## src/rtl/riscv_pkg.sv

```systemverilog
// Shared encodings for the 8-bit RISC-V multicycle core: opcodes, FSM states,
// ALU operation codes and datapath mux selects.
package riscv_pkg;

  localparam logic [6:0] OP_LOAD   = 7'b0000011;
  localparam logic [6:0] OP_STORE  = 7'b0100011;
  localparam logic [6:0] OP_RTYPE  = 7'b0110011;
  localparam logic [6:0] OP_ITYPE  = 7'b0010011;
  localparam logic [6:0] OP_JAL    = 7'b1101111;
  localparam logic [6:0] OP_BRANCH = 7'b1100011;

  typedef logic [3:0] state_t;
  localparam state_t S_FETCH    = 4'd0;
  localparam state_t S_DECODE   = 4'd1;
  localparam state_t S_MEMADR   = 4'd2;
  localparam state_t S_MEMREAD  = 4'd3;
  localparam state_t S_MEMWB    = 4'd4;
  localparam state_t S_MEMWRITE = 4'd5;
  localparam state_t S_EXECR    = 4'd6;
  localparam state_t S_EXECI    = 4'd7;
  localparam state_t S_ALUWB    = 4'd8;
  localparam state_t S_JAL      = 4'd9;
  localparam state_t S_BEQ      = 4'd10;

  localparam logic [2:0] ULA_ADD = 3'b000;
  localparam logic [2:0] ULA_SUB = 3'b001;
  localparam logic [2:0] ULA_AND = 3'b010;
  localparam logic [2:0] ULA_OR  = 3'b011;
  localparam logic [2:0] ULA_XOR = 3'b100;
  localparam logic [2:0] ULA_SLT = 3'b101;

  localparam logic [1:0] ALUOP_ADD   = 2'b00;
  localparam logic [1:0] ALUOP_SUB   = 2'b01;
  localparam logic [1:0] ALUOP_FUNCT = 2'b10;

  localparam logic [1:0] SRCA_PC    = 2'b00;
  localparam logic [1:0] SRCA_OLDPC = 2'b01;
  localparam logic [1:0] SRCA_REGA  = 2'b10;

  localparam logic [1:0] SRCB_WDATA = 2'b00;
  localparam logic [1:0] SRCB_IMM   = 2'b01;
  localparam logic [1:0] SRCB_FOUR  = 2'b10;

  localparam logic [1:0] RES_ALUOUT    = 2'b00;
  localparam logic [1:0] RES_DATA      = 2'b01;
  localparam logic [1:0] RES_ALURESULT = 2'b10;

  localparam logic [1:0] IMM_I = 2'b00;
  localparam logic [1:0] IMM_S = 2'b01;
  localparam logic [1:0] IMM_B = 2'b10;
  localparam logic [1:0] IMM_J = 2'b11;

endpackage

```

## src/rtl/controle_multiciclo_decodificador_ula.sv

```systemverilog
// ALU operation decoder: maps the FSM's ALUOp plus instruction fields to the
// ULAControl code. Purely combinational so a single-cycle core can reuse it.
module decodificador_ula
  import riscv_pkg::*;
(
  input  logic [1:0] aluOp_i,
  input  logic [2:0] funct3_i,
  input  logic       op5_i,
  input  logic       funct7b5_i,
  output logic [2:0] ulaControl_o
);

  // Only R-type (op[5]=1) with funct7b5 selects sub; addi ignores funct7b5.
  always_comb begin
    ulaControl_o = ULA_ADD;
    unique case (aluOp_i)
      ALUOP_ADD: ulaControl_o = ULA_ADD;
      ALUOP_SUB: ulaControl_o = ULA_SUB;
      ALUOP_FUNCT: begin
        unique case (funct3_i)
          3'b000:  ulaControl_o = (op5_i && funct7b5_i) ? ULA_SUB : ULA_ADD;
          3'b010:  ulaControl_o = ULA_SLT;
          3'b100:  ulaControl_o = ULA_XOR;
          3'b110:  ulaControl_o = ULA_OR;
          3'b111:  ulaControl_o = ULA_AND;
          default: ulaControl_o = ULA_ADD;
        endcase
      end
      default: ulaControl_o = ULA_ADD;
    endcase
  end

endmodule

```

## src/rtl/controle_multiciclo.sv

```systemverilog
// Multicycle control unit: Moore FSM sequencing FETCH/DECODE/EXECUTE/MEMORY/
// WRITEBACK and driving the datapath selects, enables and ALU control.
module controle_multiciclo
  import riscv_pkg::*;
(
  input  logic       clk,
  input  logic       reset,
  input  logic [6:0] op,
  input  logic [2:0] funct3,
  input  logic       funct7b5,
  input  logic       Z,
  output logic [2:0] ULAControl,
  output logic [1:0] ALUSrcA,
  output logic [1:0] ALUSrcB,
  output logic [1:0] ResultSrc,
  output logic [1:0] ImmSrc,
  output logic       AdrSrc,
  output logic       IRWrite,
  output logic       MemWrite,
  output logic       RegWrite,
  output logic       PCWrite,
  output logic       illegal
);

  state_t     state_q, state_d;
  logic [1:0] aluOp;

  always_ff @(posedge clk) begin
    if (reset) state_q <= S_FETCH;
    else       state_q <= state_d;
  end

  always_comb begin
    state_d   = S_FETCH;
    aluOp     = ALUOP_ADD;
    ALUSrcA   = SRCA_PC;
    ALUSrcB   = SRCB_WDATA;
    ResultSrc = RES_ALUOUT;
    AdrSrc    = 1'b0;
    IRWrite   = 1'b0;
    MemWrite  = 1'b0;
    RegWrite  = 1'b0;
    PCWrite   = 1'b0;
    illegal   = 1'b0;
    unique case (state_q)
      S_FETCH: begin
        IRWrite   = 1'b1;
        ALUSrcB   = SRCB_FOUR;
        ResultSrc = RES_ALURESULT;
        PCWrite   = 1'b1;
        state_d   = S_DECODE;
      end
      // OldPC + ImmExt precomputes the branch/jump target while decoding.
      S_DECODE: begin
        ALUSrcA = SRCA_OLDPC;
        ALUSrcB = SRCB_IMM;
        unique case (op)
          OP_LOAD, OP_STORE: state_d = S_MEMADR;
          OP_RTYPE:          state_d = S_EXECR;
          OP_ITYPE:          state_d = S_EXECI;
          OP_JAL:            state_d = S_JAL;
          OP_BRANCH:         state_d = S_BEQ;
          default: begin
            state_d = S_FETCH;
            illegal = 1'b1;
          end
        endcase
      end
      S_MEMADR: begin
        ALUSrcA = SRCA_REGA;
        ALUSrcB = SRCB_IMM;
        state_d = (op == OP_LOAD) ? S_MEMREAD : S_MEMWRITE;
      end
      S_MEMREAD: begin
        AdrSrc  = 1'b1;
        state_d = S_MEMWB;
      end
      S_MEMWB: begin
        ResultSrc = RES_DATA;
        RegWrite  = 1'b1;
      end
      S_MEMWRITE: begin
        AdrSrc   = 1'b1;
        MemWrite = 1'b1;
      end
      S_EXECR: begin
        ALUSrcA = SRCA_REGA;
        aluOp   = ALUOP_FUNCT;
        state_d = S_ALUWB;
      end
      S_EXECI: begin
        ALUSrcA = SRCA_REGA;
        ALUSrcB = SRCB_IMM;
        aluOp   = ALUOP_FUNCT;
        state_d = S_ALUWB;
      end
      S_ALUWB: RegWrite = 1'b1;
      S_JAL: begin
        ALUSrcA = SRCA_OLDPC;
        ALUSrcB = SRCB_FOUR;
        PCWrite = 1'b1;
        state_d = S_ALUWB;
      end
      // The only Mealy-style output: PCWrite follows Z in this very cycle.
      S_BEQ: begin
        ALUSrcA = SRCA_REGA;
        aluOp   = ALUOP_SUB;
        PCWrite = ((funct3 == 3'b000) && Z) || ((funct3 == 3'b001) && !Z);
      end
      default: state_d = S_FETCH;
    endcase
  end

  always_comb begin
    unique case (op)
      OP_STORE:  ImmSrc = IMM_S;
      OP_BRANCH: ImmSrc = IMM_B;
      OP_JAL:    ImmSrc = IMM_J;
      default:   ImmSrc = IMM_I;
    endcase
  end

  decodificador_ula uDecUla (
    .aluOp_i      (aluOp),
    .funct3_i     (funct3),
    .op5_i        (op[5]),
    .funct7b5_i   (funct7b5),
    .ulaControl_o (ULAControl)
  );

endmodule
```

## config.mk

```make
export PLATFORM = sky130hd
export DESIGN_NAME = controle_multiciclo
export DESIGN_NICKNAME = d
export VERILOG_FILES = /design/src/rtl/riscv_pkg.sv /design/src/rtl/controle_multiciclo_decodificador_ula.sv /design/src/rtl/controle_multiciclo.sv
export SDC_FILE = /design/constraint.sdc
export NUM_CORES = 1
export LEC_CHECK = 0
export ABC_AREA = 1
export ABC_CLOCK_PERIOD_IN_PS = 2850
export CAP_MARGIN = 20
export CORE_UTILIZATION = 40
export DETAILED_ROUTE_END_ITERATION = 12
export HOLD_SLACK_MARGIN = 0.08
export PLACE_DENSITY = 0.82
export SYNTH_ARGS = -nofsm -noshare
export SYNTH_HDL_FRONTEND = slang
export SYNTH_SLANG_ARGS = --single-unit
export TNS_END_PERCENT = 1
```

## constraint.sdc

```tcl
create_clock -name clk -period 2.85 [get_ports clk]
set_input_delay 0.4275 -clock clk [delete_from_list [all_inputs] [get_ports clk]]
set_output_delay 0.4275 -clock clk [all_outputs]
set_load 0.02 [all_outputs]
```

==> results of run 1 <==
==> layer usage <==
metal / wire, um / up-vias / GRT usage, %
met5: 0 / - / 0
met4: 0 / 0 / 5.17
met3: 72 / 0 / 3.98
met2: 628 / 25 / 34.4
met1: 545 / 281 / 19.0
li1: - / 368 / -
==> cell type report <==
class | instances | area, um2 | area share (%)
repair buffers | 30 | 300 | 33.2
well taps | 15 | 18.8 | 2.08
clock buffers | 3 | 22.5 | 2.49
flip-flops and latches | 4 | 80.1 | 8.86
multi-input cells | 73 | 410 | 45.4
inverters | 19 | 71.3 | 7.89
==> metrics by stage <==
stage	cells	total power, mW	util (%)	cell area, um2	setup WS, ns
after CTS	144	0.215	68.6	903	0.261
after global placement	141	0.145	66.9	881	0.459
after global routing	144	0.229	68.6	903	0.0408
after detailed placement	141	0.146	66.9	881	0.438
final	144	0.212	68.6	903	0.245
after floorplan	97	0.105	-	569	0.911
==> path summary, 6_finish.rpt <==
check	from	endpoint	slack, ns	depth (start not counted)
max	state_q[2]	ULAControl[1]	0.25	8
min	state_q[1]	state_q[2]	0.66	4
max reg2reg	state_q[2]	state_q[2]	1.82	7
min reg2reg	state_q[1]	state_q[2]	0.66	4
==> logic make-up after synthesis <==
group	synth area share (%)
adder cells (fa/ha/maj)	4.39
AND/OR/NAND/NOR	59.3
buffers and inverters	13.8
AO/OA/AOI/OAI	8.35
flip-flops	14.1
==> synthesized netlist by cell type <==
cell type                  n  share of area, %
sky130_fd_sc_hd__and3b_1   1               1.5
sky130_fd_sc_hd__dfxtp_1   4                14
sky130_fd_sc_hd__nand2_4   1               2.0
sky130_fd_sc_hd__buf_4     1               1.3
sky130_fd_sc_hd__inv_1    15               9.9
sky130_fd_sc_hd__inv_2     4               2.6
sky130_fd_sc_hd__nor2_1   18                12
sky130_fd_sc_hd__nand2_1  18                12
sky130_fd_sc_hd__o21ai_0   3               2.6
sky130_fd_sc_hd__nor3_1    3               2.6
sky130_fd_sc_hd__nand3_1   6               5.3
sky130_fd_sc_hd__or2_2     1               1.1
sky130_fd_sc_hd__ha_1      2               4.4
sky130_fd_sc_hd__nand2_2   6               6.6
sky130_fd_sc_hd__nor2_2    2               2.2
sky130_fd_sc_hd__nand4_1   2               2.2
sky130_fd_sc_hd__o31ai_1   1               1.3
sky130_fd_sc_hd__a21oi_1   5               4.4
sky130_fd_sc_hd__nor2_8    2               7.0
sky130_fd_sc_hd__nand3_4   1               3.1
sky130_fd_sc_hd__nor2_4    1               2.0
==> worst min-delay path: cells and delay by family, from the launching register on <==
kind | cells | cell delay, ns
buffers and inverters | 1 | 0.03
DFF | 1 | 0.33
and+or+nand+nor | 3 | 0.26
==> where the power goes <==
group / internal [mW] / leakage, nW / switching, mW
registers: 0.0577 / 0.0326 / 0.00178
clock network: 0.0469 / 0.0138 / 0.0203
logic: 0.0424 / 0.342 / 0.0427
==> cell usage in the layout, fill, tap and decap left out, drive strengths merged <==
cell type      synthesis  layout
dfxtp                  4       4
o21ai                  3       3
a21oi                  5       5
clkbuf                 0       3
nor2                  23      23
nor3                   3       3
inv                   19      19
clkdlybuf4s50          0      30
o31ai                  1       1
nand2                 25      25
nand4                  2       2
or2                    1       1
ha                     2       2
nand3                  7       7
and3b                  1       1
==> results.md, run 1 <==
- Status: complete, no violations
- DP HPWL: 1060 um
- Synthesis-to-layout area growth: 58.7%
- Die Ht: 39.7 um
- First-pass iteration count of the detailed router: 4
- Element type at the critical path end: output port
- Number of antenna diodes: 0
- TritonCTS clock tree: yes
- Classification of the worst-slack hold path: flop to flop
- Post-layout minimum cycle time: 2.60 ns
- Setup total negative slack: 0 ns
- Library cell used as clock root buffer: sky130_fd_sc_hd__clkbuf_4
- Register ranked first by flip-flop count: state_q
- Number of buffers inserted by post-CTS setup repair: 0
- Placeable core region: 1320 um2
- Via count of the first global-routing pass: 547
- Worst Path Required: 2.42 ns
- Congestion Overflow GR: 0
- Element type at the critical path start: flop
- DRC viols: 0
- GRT Total Usage: 18.0%
- Unrepaired setup endpoints after global routing: false
- Drt initial violations: 7
- Initial standard-cell utilization of the core: 43.2%
- Routability cong.: 0.813
- Arrival time reported for the critical path endpoint: 2.18 ns
- CP Max Fanout: 6
- Largest net degree at the start of global routing: 9
- Fill cell total of the finished layout: 117
- Hold_buf cts: 0
- Worst IR Drop VDD: 0.237 mV
- Category of cells accounting for the largest share of critical-path delay: buffers and inverters
- Delay of the slowest cell on the worst path: 0.63 ns
- Number of warnings printed during yosys synthesis: 0
- Fin. max-slew vios: 0
- Slew @ Worst Pin: 0.233 ns
- Cell repeated most along the worst path: sky130_fd_sc_hd__inv_2
- Post-cts gate resize count: 0
- Via count normalized by instance count: 4.68
- F_max: 384 MHz
- WL/cell: 8.66 um
- Clock latency of the later-clocked register in the worst-skew pair: 0.23 ns
- Cell-by-cell listing of the critical path: inv_2, nor2_1, inv_2, nor2_2, inv_1, ha_1, nor3_1, clkdlybuf4s50_1
- P_leak: 0.388 nW
- Total of endpoints with negative setup slack in the final report: 0
- Clock Skews: 0.00511 ns
- Sinks on Clock Net: 4
- Count of nets left with antenna violations after detail routing: 0
- Cell area after synthesis: 569 um2
- Wire length of the first global-routing pass: 1960 um
- Port-buffer cells: 30
- I/O pins: 31
- Number of nets in the finished design: 147
- Synth Area per Inst: 5.87 um2
- Number of rows in the core area: 13
- Crit path kind: flop to output port
- Nets in the synthesized netlist: 113
- Layout cell share with drive strength beyond 1: 16.3%
- Largest buffer count on any clock path: 2
- CTS Buf Count: 3
- Number of distinct library cells after synthesis: 21
- Die area: 1580 um2
- Routed wire length: 1250 um
- Final Hold Viols: 0
- Critical-path top delay cell: sky130_fd_sc_hd__clkdlybuf4s50_1
- Max reg flops: 4
- Yosys reg bits: 4
- CTS HTree Levels: 1
- Biggest regs: state_q (4)
- Clock transition at the registers of the reported paths: 0.04 ns
- Horizontal die dimension: 39.7 um
- Synthesized netlist cell count: 97
- Hold WS: 0.664 ns
- Max-cap violations: 0
- Seq/Total Area, Yosys: 14.1%
- Post-route clock period utilization: 91.4%
- CP bufs+invs: 4
- Via total after detailed routing: 674
- Initial antenna violation count: 0
- Worst slew slack as a fraction of its limit: 84.3%
- Total power divided by cell area: 234 nW/um2
No activity file was read; power rests on OpenSTA's default activity.
==> run 2: changes to the inputs <==
Settings changed: PLACE_DENSITY 0.82 to 0.93.
==> run 2 against run 1 <==
  * Non-clock buffer count is the same
  * Final area did not move
  * Register-to-register slack got worse by 0.02 ns
  * First-iteration DRC count shrank 29%
  * Fmax up 0.79%
  * Clock skew increased by 0.00073 ns
  * Critical endpoint unchanged
  * Via count is 4.7% higher
  * Critical path depth stayed put
  * Sequential share of layout area unchanged
  * Routed wire length rose by 17%
  * Highest routed layer is now met4
  * Worst setup slack better by 0.021 ns
==> results.md, run 2 (synthesis results as in run 1) <==
- Port-buffer cells: 30 (unchanged)
- Element type at the critical path end: output port
- DRC viols: 0 (unchanged)
- Largest net degree at the start of global routing: 9 (unchanged)
- Synthesis-to-layout area growth: 58.7% (unchanged)
- Sinks on Clock Net: 4 (unchanged)
- Clock Skews: 0.00584 ns (+0.000727 ns)
- TritonCTS clock tree: yes
- DP HPWL: 1240 um (+17%)
- Timing startpoint of the critical path: state_q[2]
- Hold_buf cts: 0 (unchanged)
- Worst hold start: state_q[1]
- Max reg flops: 4 (unchanged)
- CTS HTree Levels: 1 (unchanged)
- Cell-by-cell listing of the critical path: inv_2, nor2_1, inv_2, nor2_2, inv_1, ha_1, nor3_1, clkdlybuf4s50_1
- Hold WS: 0.672 ns (+0.00793 ns)
- Worst slew slack as a fraction of its limit: 81.9% (-2.4 points)
- Fin. max-slew vios: 0 (unchanged)
- Element type at the critical path start: flop
- Initial standard-cell utilization of the core: 43.2% (unchanged)
- Cell area after layout: 903 um2 (unchanged)
- Fill cell total of the finished layout: 126 (+7.7%)
- Clock latency of the later-clocked register in the worst-skew pair: 0.24 ns (about the same)
- Initial antenna violation count: 0 (unchanged)
- CP Max Fanout: 6 (unchanged)
- Largest buffer count on any clock path: 2 (unchanged)
- Biggest regs: state_q (4)
- Unrepaired setup endpoints after global routing: false
- Number of nets in the finished design: 147 (unchanged)
- Total power divided by cell area: 243 nW/um2 (+3.9%)
- Worst reg2reg endpoint: state_q[1]
- Flop-to-flop setup slack: 1.80 ns (-0.02 ns)
- Die area: 1580 um2 (unchanged)
- Register ranked first by flip-flop count: state_q
- Via count of the first global-routing pass: 628 (+15%)
- Commonest cells after routing, fill and taps aside: 30 x sky130_fd_sc_hd__clkdlybuf4s50_1, 18 x sky130_fd_sc_hd__nand2_1, 18 x sky130_fd_sc_hd__nor2_1, 15 x sky130_fd_sc_hd__inv_1
- Slew @ Worst Pin: 0.270 ns (+0.0362 ns)
- Crit path kind: flop to output port
- Wire length of the first global-routing pass: 2310 um (+18%)
- CP bufs+invs: 4 (unchanged)
- Reg2reg start: state_q[0]
- Number of rows in the core area: 13 (unchanged)
- Die Ht: 39.7 um (unchanged)
- Critical-path top delay cell: sky130_fd_sc_hd__clkdlybuf4s50_1
- First-pass iteration count of the detailed router: 4 (unchanged)
- Classification of the worst-slack hold path: flop to flop
- Final Hold Viols: 0 (unchanged)
- CTS Buf Count: 3 (unchanged)
- Library cell used as clock root buffer: sky130_fd_sc_hd__clkbuf_4
- Non-filler cells, final: 144 (unchanged)
- Via total after detailed routing: 706 (+4.7%)
- Via count normalized by instance count: 4.90 (+4.7%)
- Delay of the slowest cell on the worst path: 0.62 ns (about the same)
- Routability cong.: 0.801 (-1.5%)
- Clock transition at the registers of the reported paths: 0.04 ns (about the same)
- P_leak: 0.388 nW (unchanged)
- Placement-stage worst setup slack: 0.428 ns (-0.00947 ns)
- Total of endpoints with negative setup slack in the final report: 0 (unchanged)
- Placeable core region: 1320 um2 (unchanged)
- Total placed cells including tap cells: 141 (unchanged)
- Status: complete, no violations
- Count of nets left with antenna violations after detail routing: 0 (unchanged)
- Arrival time reported for the critical path endpoint: 2.16 ns (-0.02 ns)
- Layout cell share with drive strength beyond 1: 16.3% (unchanged)
- Post-cts gate resize count: 0 (unchanged)
- Worst path depth: 8 (unchanged)
- GRT Total Usage: 21.4% (+3.4 points)
- Category of cells accounting for the largest share of critical-path delay: buffers and inverters
- Final worst setup slack: 0.266 ns (+0.0205 ns)
- Number of buffers inserted by post-CTS setup repair: 0 (unchanged)
- WL/cell: 10.1 um (+17%)
- Length in cells of the worst reg-to-reg path: 5 (-2)
- I/O pins: 31 (unchanged)
- Routed wire length: 1460 um (+17%)
- Number of antenna diodes: 0 (unchanged)
- Max-cap violations: 0 (unchanged)
- Worst IR Drop VDD: 0.191 mV (-20%)
- End point of the critical path: ULAControl[1]
- Area after detailed placement: 881 um2 (unchanged)
- F_max: 387 MHz (+0.79%)
- Setup total negative slack: 0 ns (unchanged)
- Congestion Overflow GR: 0 (unchanged)
- Post-route clock period utilization: 90.7% (-0.72 points)
- Commonest non-fill, non-tap cell in the layout: sky130_fd_sc_hd__clkdlybuf4s50_1
- Drt initial violations: 5 (-2)
- Cell repeated most along the worst path: sky130_fd_sc_hd__inv_2
- Horizontal die dimension: 39.7 um (unchanged)
- Post-layout minimum cycle time: 2.58 ns (-0.0205 ns)
- Worst Path Required: 2.42 ns (about the same)
-- run 2: cell counts in the layout (fill, tap and decap cells not counted) --
Identical to the previous run, type by type.
-- run 2: worst min-delay path by stage --
stage            endpoint  cells after the start  slack [ns]
2_1_floorplan  state_q[1]                      1        0.50
3_3_place_gp   state_q[2]                      4        0.66
3_5_place_dp   state_q[2]                      4        0.67
4_1_cts        state_q[2]                      4        0.67
5_1_grt        state_q[2]                      4        0.72
6_report       state_q[2]                      4        0.67
-- run 2: layer usage --
| metal | vias up | global-route usage (%) | share of wire [%] |
|---|---|---|---|
| li1 | 367 | - | - |
| met1 | 307 | 20.7 | 39 |
| met2 | 30 | 43.4 | 54 |
| met3 | 2 | 3.98 | 6.2 |
| met4 | 0 | 6.90 | 1.5 |
| met5 | - | 0 | 0 |
-- run 2: final cells by class --
| type | instances | area (um2) | share of cell area [%] |
|---|---|---|---|
| multi-input combinational | 73 | 410 | 45.4 |
| sequential | 4 | 80.1 | 8.86 |
| inverter | 19 | 71.3 | 7.89 |
| timing repair buffer | 30 | 300 | 33.2 |
| tap | 15 | 18.8 | 2.08 |
| clock buffer | 3 | 22.5 | 2.49 |
-- run 2: worst min-delay path, stage by stage, from the launching register on --
cell and delay, ns:
sky130_fd_sc_hd__dfxtp_1 0.34, sky130_fd_sc_hd__nand3_1 0.12, sky130_fd_sc_hd__nand3_1 0.08, sky130_fd_sc_hd__nand2_1 0.06
sky130_fd_sc_hd__inv_1 0.03
-- run 2: where the power goes --
part / internal (mW) / switching [mW]
Combinational: 0.0424 / 0.0446
Clock: 0.0473 / 0.0262
Sequential: 0.0576 / 0.00181
Total: 0.147 / 0.0726
-- run 2: stage by stage --
stage / util, % / total power [mW]
final: 68.6 / 0.220
after global routing: 68.6 / 0.232
after CTS: 68.6 / 0.222
after detailed placement: 66.9 / 0.147
after global placement: 66.9 / 0.145
after floorplan: - / 0.105
